`config.mk`:
```
export PLATFORM = sky130hd
export DESIGN_NAME = fp_add_arbiter
export DESIGN_NICKNAME = d
export VERILOG_FILES = /design/src/rtl/fp_add_arbiter.sv
export SDC_FILE = /design/constraint.sdc
export NUM_CORES = 1
export LEC_CHECK = 0
export CORE_ASPECT_RATIO = 0.8
export CORE_MARGIN = 10
export CORE_UTILIZATION = 41
export DETAILED_ROUTE_END_ITERATION = 8
export GPL_ROUTABILITY_DRIVEN = 0
export HOLD_SLACK_MARGIN = 0.02
export PLACE_DENSITY = 0.66
export RECOVER_POWER = 50
export SLEW_MARGIN = 20
export SYNTH_ARGS = -nofsm -noshare
export SYNTH_HDL_FRONTEND = slang
export SYNTH_SLANG_ARGS = --single-unit
export TNS_END_PERCENT = 50
```
`constraint.sdc`:
```
create_clock -name clock -period 8.65 [get_ports clock]
set_clock_uncertainty 0.15 [all_clocks]
set_input_delay 1.73 -clock clock [delete_from_list [all_inputs] [get_ports clock]]
set_output_delay 1.73 -clock clock [all_outputs]
set_load 0.005 [all_outputs]
```
`src/rtl/fp_add_arbiter.sv`:
```
// Round-robin arbiter sharing one fixed-point adder between two requesters.
// Sum is quantised to S(11.10) by wrap+truncate or saturate+round.
module fp_add_arbiter #(
    parameter int NB_IN_A  = 16,
    parameter int NBF_IN_A = 14,
    parameter int NB_IN_B  = 12,
    parameter int NBF_IN_B = 11,
    parameter int NB_OUT   = 11,
    parameter int NBF_OUT  = 10
) (
    input  logic                clock,
    input  logic                i_rst_n,
    input  logic [1:0]          i_valid,
    input  logic [NB_IN_A-1:0]  i_A0,
    input  logic [NB_IN_B-1:0]  i_B0,
    input  logic                i_mode0,
    input  logic [NB_IN_A-1:0]  i_A1,
    input  logic [NB_IN_B-1:0]  i_B1,
    input  logic                i_mode1,
    output logic [1:0]          o_ready,
    output logic                o_valid,
    input  logic                i_ready,
    output logic [NB_OUT-1:0]   o_sum,
    output logic                o_id,
    output logic                o_ovf
);

    localparam int NBI_A  = NB_IN_A - NBF_IN_A;
    localparam int NBI_B  = NB_IN_B - NBF_IN_B;
    localparam int NBI_FR = ((NBI_A > NBI_B) ? NBI_A : NBI_B) + 1;
    localparam int NBF_FR = (NBF_IN_A > NBF_IN_B) ? NBF_IN_A : NBF_IN_B;
    localparam int NB_FR  = NBI_FR + NBF_FR;
    localparam int NB_R   = NB_FR + 1;
    localparam int SH_A   = NBF_FR - NBF_IN_A;
    localparam int SH_B   = NBF_FR - NBF_IN_B;
    localparam int LSB    = NBF_FR - NBF_OUT;
    localparam int MSB    = LSB + NB_OUT - 1;
    localparam int HALF   = 1 << (LSB - 1);

    localparam logic [NB_OUT-1:0] SAT_MAX = {1'b0, {(NB_OUT-1){1'b1}}};
    localparam logic [NB_OUT-1:0] SAT_MIN = {1'b1, {(NB_OUT-1){1'b0}}};

    typedef enum logic [1:0] {IDLE, CALC, OUT} state_t;

    state_t state_q, state_d;
    logic [1:0]         grant;
    logic               ptr_q;
    logic [NB_IN_A-1:0] a_q;
    logic [NB_IN_B-1:0] b_q;
    logic               mode_q;
    logic               id_q;

    logic signed [NB_FR-1:0] a_al, b_al, sum;
    logic signed [NB_R-1:0]  rnd;
    logic [NB_OUT-1:0]       q_sum;
    logic                    q_ovf;
    logic                    unused_rnd_lsb;

    // FSM state register
    always_ff @(posedge clock) begin
        if (!i_rst_n) state_q <= IDLE;
        else          state_q <= state_d;
    end

    // FSM next-state: accept, one compute cycle, hold until drained
    always_comb begin
        state_d = state_q;
        unique case (state_q)
            IDLE:    if (|o_ready) state_d = CALC;
            CALC:    state_d = OUT;
            OUT:     if (i_ready) state_d = IDLE;
            default: state_d = IDLE;
        endcase
    end

    // FSM outputs: round-robin grant, offered only in IDLE
    always_comb begin
        grant = 2'b00;
        unique case (i_valid)
            2'b01:   grant = 2'b01;
            2'b10:   grant = 2'b10;
            2'b11:   grant = ptr_q ? 2'b01 : 2'b10;
            default: grant = 2'b00;
        endcase
        o_ready = (state_q == IDLE) ? grant : 2'b00;
    end

    // Capture the granted requester's operands and move the pointer
    always_ff @(posedge clock) begin
        if (!i_rst_n) begin
            ptr_q  <= 1'b1;
            a_q    <= '0;
            b_q    <= '0;
            mode_q <= 1'b0;
            id_q   <= 1'b0;
        end else if (|o_ready) begin
            ptr_q  <= o_ready[1];
            id_q   <= o_ready[1];
            a_q    <= o_ready[1] ? i_A1 : i_A0;
            b_q    <= o_ready[1] ? i_B1 : i_B0;
            mode_q <= o_ready[1] ? i_mode1 : i_mode0;
        end
    end

    // Align, add at full resolution, then quantise per mode
    always_comb begin
        a_al = NB_FR'($signed(a_q)) <<< SH_A;
        b_al = NB_FR'($signed(b_q)) <<< SH_B;
        sum  = a_al + b_al;
        rnd  = NB_R'(sum) + NB_R'(HALF);
        if (!mode_q) begin
            q_sum = sum[MSB:LSB];
            q_ovf = !((&sum[NB_FR-1:MSB]) || (~|sum[NB_FR-1:MSB]));
        end else if ((&rnd[NB_R-1:MSB]) || (~|rnd[NB_R-1:MSB])) begin
            q_sum = rnd[MSB:LSB];
            q_ovf = 1'b0;
        end else begin
            q_sum = rnd[NB_R-1] ? SAT_MIN : SAT_MAX;
            q_ovf = 1'b1;
        end
    end

    assign unused_rnd_lsb = ^rnd[LSB-1:0];

    // Result register: load in CALC, hold until downstream takes it
    always_ff @(posedge clock) begin
        if (!i_rst_n) begin
            o_valid <= 1'b0;
            o_sum   <= '0;
            o_id    <= 1'b0;
            o_ovf   <= 1'b0;
        end else if (state_q == CALC) begin
            o_valid <= 1'b1;
            o_sum   <= q_sum;
            o_id    <= id_q;
            o_ovf   <= q_ovf;
        end else if (state_q == OUT && i_ready) begin
            o_valid <= 1'b0;
        end
    end

endmodule

```
==> impl_metrics.tcl, run 1 <==
set metrics [dict create \
    synthTopCellsByArea "dfxtp_1, nand2_1, a311oi_1" \
    status "complete, but fails checks" \
    ys.flop_type "dfxtp_1" \
    holdWs_ps 311.6 \
    timing.fmax_ghz 0.1799 \
    clk_pin_slew_worst_paths_ps 90 \
    syn_area_um2 3153 \
    r2r_start "b_q[0]$_SDFFE_PN0P_" \
    grt_start_max_net_pins 54 \
    hold_buffers 0 \
    rsz0062_at_grt "false" \
    worstSkewPairLatency_ps 300 \
    totalWireLength_mm 8.777 \
    worst-path-max-fanout 28 \
    fin_setup_tns_ps 0 \
    yosysMostFrequentCell "nand2_1" \
    cts.sinks 44 \
    p_per_area_nw_per_um2 185.5 \
    rows 28 \
    ys_types 65 \
    routed_via_density 5.505 \
    cts_buffer_depth 2 \
    hold_start "o_sum[2]$_SDFFE_PN0P_" \
    crit_path_end_kind "output pin" \
    tightest_slew_ps 2077 \
    critical_path_class "input port to output pin" \
    final_nets 542 \
    antennaDiodeCount 0 \
    yosys.area.top_type_share_pct 27.94 \
    violations "capacitance limit, slew limit" \
    hpwl_mm 6.813 \
    fill_cells 735 \
    antenna_found_initial 0 \
    cp.arrival_ps 3680 \
    syn2layout_area_growth_pct 27.66 \
    worstSetupStartpoint "i_valid[1]" \
    reg2reg_to "o_sum[9]$_SDFFE_PN0P_" \
    slew_viol_final 54 \
    drc 0 \
    cp.required_ps 6770 \
    cap_violations 1 \
    dr.first_iter.drc_count 218 \
    overflow 0 \
    io_buffers 72 \
    final_area_um2 4025 \
    hold_viol 0 \
    syn-num-nets 484 \
    ys_ff_latch 44 \
    min_path_cells 2 \
    syn_area_per_cell_um2 7.766 \
    setup_slack_ps 3090 \
    root_buffer "clkbuf_8" \
    r2r_slack_ps 4000 \
    utilization_pct 54.19 \
    tritoncts "done" \
    grt_pass1_wl_mm 14.91 \
    cts_buffers 5 \
    place_area_um2 3914 \
    dp.cells 562 \
    fin_crit_sh_pct 64.28 \
    cts_resized 0 \
    grt_pass1_vias 3130 \
    io_pins 79 \
    vias 3138 \
    start_util_pct 42.45 \
    die_area_um2 11620 \
    syn_inst 406 \
    postRouteAntennaNets 0 \
    drive_gt1_share_pct 6.452 \
    hp-class "flop to flop" \
    layout.cells.non_filler 570 \
    slew_headroom_pct -38.46 \
    startpoint_type "input port" \
    synth_top_area_cell "dfxtp_1" \
    coreArea_um2 7427 \
    htree_levels 2 \
    synth_common_cells "nand2_1, dfxtp_1, nor2_1" \
    ys_seq_area_share_pct 27.94 \
    setup_viol 0 \
    reg2regPathDepth 12 \
    die-height_um 98.44 \
    dpl_worst_slack_ps 3153 \
    yosys_warnings 0 \
    hold_end "o_sum[2]$_SDFFE_PN0P_" \
    postCtsSetupBuffers 0 \
    fin_crit_ps 5560 \
    p_leak_nw 1.559 \
    finalPower_uw 746.7 \
    fp.dieW_um 118.0 \
    track_usage_pct 14.72 \
    synth_edf_count 0 \
    synth_async_sr_flop_share_pct 0 \
    firstDrtPassIters 4 \
    peakVddDrop_v 0.00009990 \
    wire_per_inst_um 15.40 \
]
cell type report:
cell class / count / area, um^2 / area share (%)
tap: 105 / 131.4 / 3.264
multi-input combinational: 328 / 2117 / 52.60
timing repair buffer: 76 / 747.0 / 18.56
clock inverter: 3 / 46.29 / 1.150
sequential: 44 / 880.8 / 21.88
clock buffer: 5 / 68.82 / 1.710
inverter: 9 / 33.78 / 0.8393
layer usage:
metal  vias up  share of wire, %  GRT usage, %
met1      1444                49         19.26
li1       1625                 -             -
met5         -                 0             0
met3         6               5.6         4.162
met2        63                45         23.88
met4         0              0.67         2.562
worst max-delay path by stage:
| stage | to |
|---|---|
| after floorplan | o_ready[1] |
| after global placement | o_ready[1] |
| after detailed placement | o_ready[1] |
| after CTS | o_ready[1] |
| after global routing | o_ready[1] |
| final | o_ready[1] |
state kept, by name (all words and copies together) (netlist names):
register,count
o_ovf,1
id_q,1
o_valid,1
o_sum,11
o_id,1
b_q,12
mode_q,1
a_q,13
ptr_q,1
state_q,2
power by group:
group | total (mW) | leakage, nW | switching [mW] | internal [mW]
logic | 0.331 | 1.14 | 0.195 | 0.135
registers | 0.250 | 0.364 | 0.0211 | 0.229
clock network | 0.166 | 0.0548 | 0.0785 | 0.0871
logic make-up (layout without fill, tap and decap cells):
family	Yosys count	count (layout)	synth area share [%]
compound gates	125	125	31.31
xor+xnor	8	8	2.460
flops	44	44	27.94
buf+inv	34	93	4.920
fa+ha+maj	15	15	6.191
mux	1	1	0.3175
simple gates	179	179	26.87
layout by cell type (no fill, tap or decap), types with 4 or more instances in the layout:
cell	Yosys	layout
a21o_1	4	4
a21oi_1	19	19
a311oi_1	27	27
a31oi_1	8	8
and3_1	6	6
clkbuf_8	0	5
clkdlybuf4s50_1	0	56
dfxtp_1	44	44
dlygate4sd3_1	0	16
ha_1	14	14
inv_1	8	8
nand2_1	82	82
nand2b_1	4	4
nand3_1	10	10
nand3b_1	4	4
nor2_1	39	39
nor3_1	10	10
o21a_1	6	6
o21ai_0	12	12
o21ai_1	7	7
o31ai_1	5	5
or3_1	4	4
xnor2_1	4	4
worst max-delay path: stages:
cell and delay (ps):
dlygate4sd3_1 570, nand2_1 80, a21o_1 150, buf_4 220, clkinv_1 70, buf_4 270
clkdlybuf4s50_1 570
Power figures use the tool's default switching activity.
==> run 2: changes to the inputs <==
==> constraint.sdc (replaced) <==
create_clock -name clock -period 5.8 [get_ports clock]
set_clock_uncertainty 0.15 [all_clocks]
set_input_delay 1.16 -clock clock [delete_from_list [all_inputs] [get_ports clock]]
set_output_delay 1.16 -clock clock [all_outputs]
set_load 0.005 [all_outputs]
==> run 2 against run 1 <==
- the flow still finishes with violations (capacitance limit, slew limit)
- combinational power up 48%
- core utilization fell by 0.45 points
- sequential share of layout area is 0.19 points higher
- clock-buffer cell count unchanged
- flip-flop and latch count unchanged
- critical path depth grew 5
- first-iteration DRC count decreased by 25%
- critical path type is now flop to flop
- largest power group unchanged
- highest routed layer unchanged
==> impl_metrics.tcl, run 2 (synthesis results as in run 1) <==
set metrics [dict create \
    rows 28 \
    crit_path_end_kind "flop" \
    hpwl_mm 6.774 \
    tritoncts "done" \
    top_regs "a_q: 13 flops, b_q: 12 flops, o_sum: 11 flops" \
    overflow 0 \
    dr.first_iter.drc_count 164 \
    p_leak_nw 1.540 \
    final_area_um2 3991 \
    multi_input_area_um2 2117 \
    coreArea_um2 7427 \
    antennaDiodeCount 0 \
    rsz0062_at_grt "false" \
    drive_gt1_share_pct 6.250 \
    grt_start_max_net_pins 54 \
    die_area_um2 11620 \
    top_register "a_q" \
    postRouteAntennaNets 0 \
    largest_reg_flops 13 \
    fin_crit_sh_pct 77.33 \
    layout_common_cells "nand2_1, clkdlybuf4s50_1, dfxtp_1" \
    htree_levels 2 \
    r2r_start "b_q[0]$_SDFFE_PN0P_" \
    fin_crit_ps 4485 \
    clk_pin_slew_worst_paths_ps 90 \
    slew_headroom_pct -39.57 \
    cap_violations 1 \
    setup_viol 0 \
    mostFrequentLayoutCell "nand2_1" \
    wire_per_inst_um 15.27 \
    grt_pass1_wl_mm 14.84 \
    drc 0 \
    root_buffer "clkbuf_8" \
    slew_viol_final 54 \
    totalWireLength_mm 8.690 \
    antenna_found_initial 0 \
    final_nets 542 \
    vias 3168 \
    worst-path-max-fanout 12 \
    start_util_pct 42.45 \
    status "complete, but fails checks" \
    fill_cells 738 \
    fp.dieW_um 118.0 \
    firstDrtPassIters 4 \
    cp.arrival_ps 4530 \
    die-height_um 98.44 \
    cts_resized 0 \
    hold_viol 0 \
    cts_buffers 5 \
    startpoint_type "flop" \
    timing.fmax_ghz 0.2230 \
    worstSetupStartpoint "b_q[0]$_SDFFE_PN0P_" \
    cts_buffer_depth 2 \
    p_per_area_nw_per_um2 264.7 \
    grt_pass1_vias 3128 \
    critical_path_class "flop to flop" \
    cp.required_ps 5850 \
    postCtsSetupBuffers 0 \
    io_buffers 72 \
    final-seq-area_um2 880.8 \
    hold_start "id_q$_SDFFE_PN0P_" \
    peakVddDrop_v 0.0001052 \
    track_usage_pct 14.70 \
    worstSkewPairLatency_ps 290 \
    violations "capacitance limit, slew limit" \
    io_pins 79 \
    cts.sinks 44 \
    routed_via_density 5.568 \
    fin_setup_tns_ps 0 \
    place_area_um2 3914 \
    hold_buffers 0 \
    tightest_slew_ps 2094 \
    syn2layout_area_growth_pct 26.59 \
    hp-class "flop to flop" \
]
## run 2: final timing paths
| kind | to | slack (ps) | cells after the start |
|---|---|---|---|
| max | o_sum[9]$_SDFFE_PN0P_ | 1310 | 12 |
| max reg2reg | o_sum[9]$_SDFFE_PN0P_ | 1310 | 12 |
| min | o_id$_SDFFE_PN0P_ | 310 | 2 |
| min reg2reg | o_id$_SDFFE_PN0P_ | 310 | 2 |
## run 2: worst max-delay path, cell delays in order, from the launching register on
cell and delay, ps:
dfxtp_1 340, ha_1 240, fa_1 440, a21o_1 240, a221oi_4 420, xor2_1 180, or4_4 590, nor4_4 270
nor4b_1 110, o41ai_1 410, nand3_1 430, a211o_1 410, and3_1 170
## run 2: stage by stage
step	total power, mW	hold WS, ps	std cells	util, %	setup slack (ps)
finish	1.057	306.2	569	53.74	1315
global route	1.139	335.4	569	53.74	1006
CTS	1.067	309.3	569	53.79	1335
detailed placement	0.8734	295.6	562	52.70	1367
global placement	0.8635	296.3	562	52.70	1410
floorplan	0.7385	282.3	406	-	1989
## run 2: cell type report
cell class              count  share of cell area (%)
flip-flops and latches     44                   22.07
clock inverters             2                  0.3135
well taps                 105                   3.292
repair buffers             76                   18.71
clock buffers               5                   1.724
multi-input cells         328                   53.04
inverters                   9                  0.8464
## run 2: power by group
group / internal [mW] / switching [mW]
logic: 0.202 / 0.288
registers: 0.342 / 0.0315
clock network: 0.0819 / 0.112
## run 2: layer usage
layer | GRT usage, % | up-vias | wire (um)
li1 | - | 1626 | -
met1 | 19.03 | 1473 | 4191
met2 | 24.44 | 65 | 3914
met3 | 4.333 | 4 | 552
met4 | 1.518 | 0 | 31
met5 | 0 | - | 0
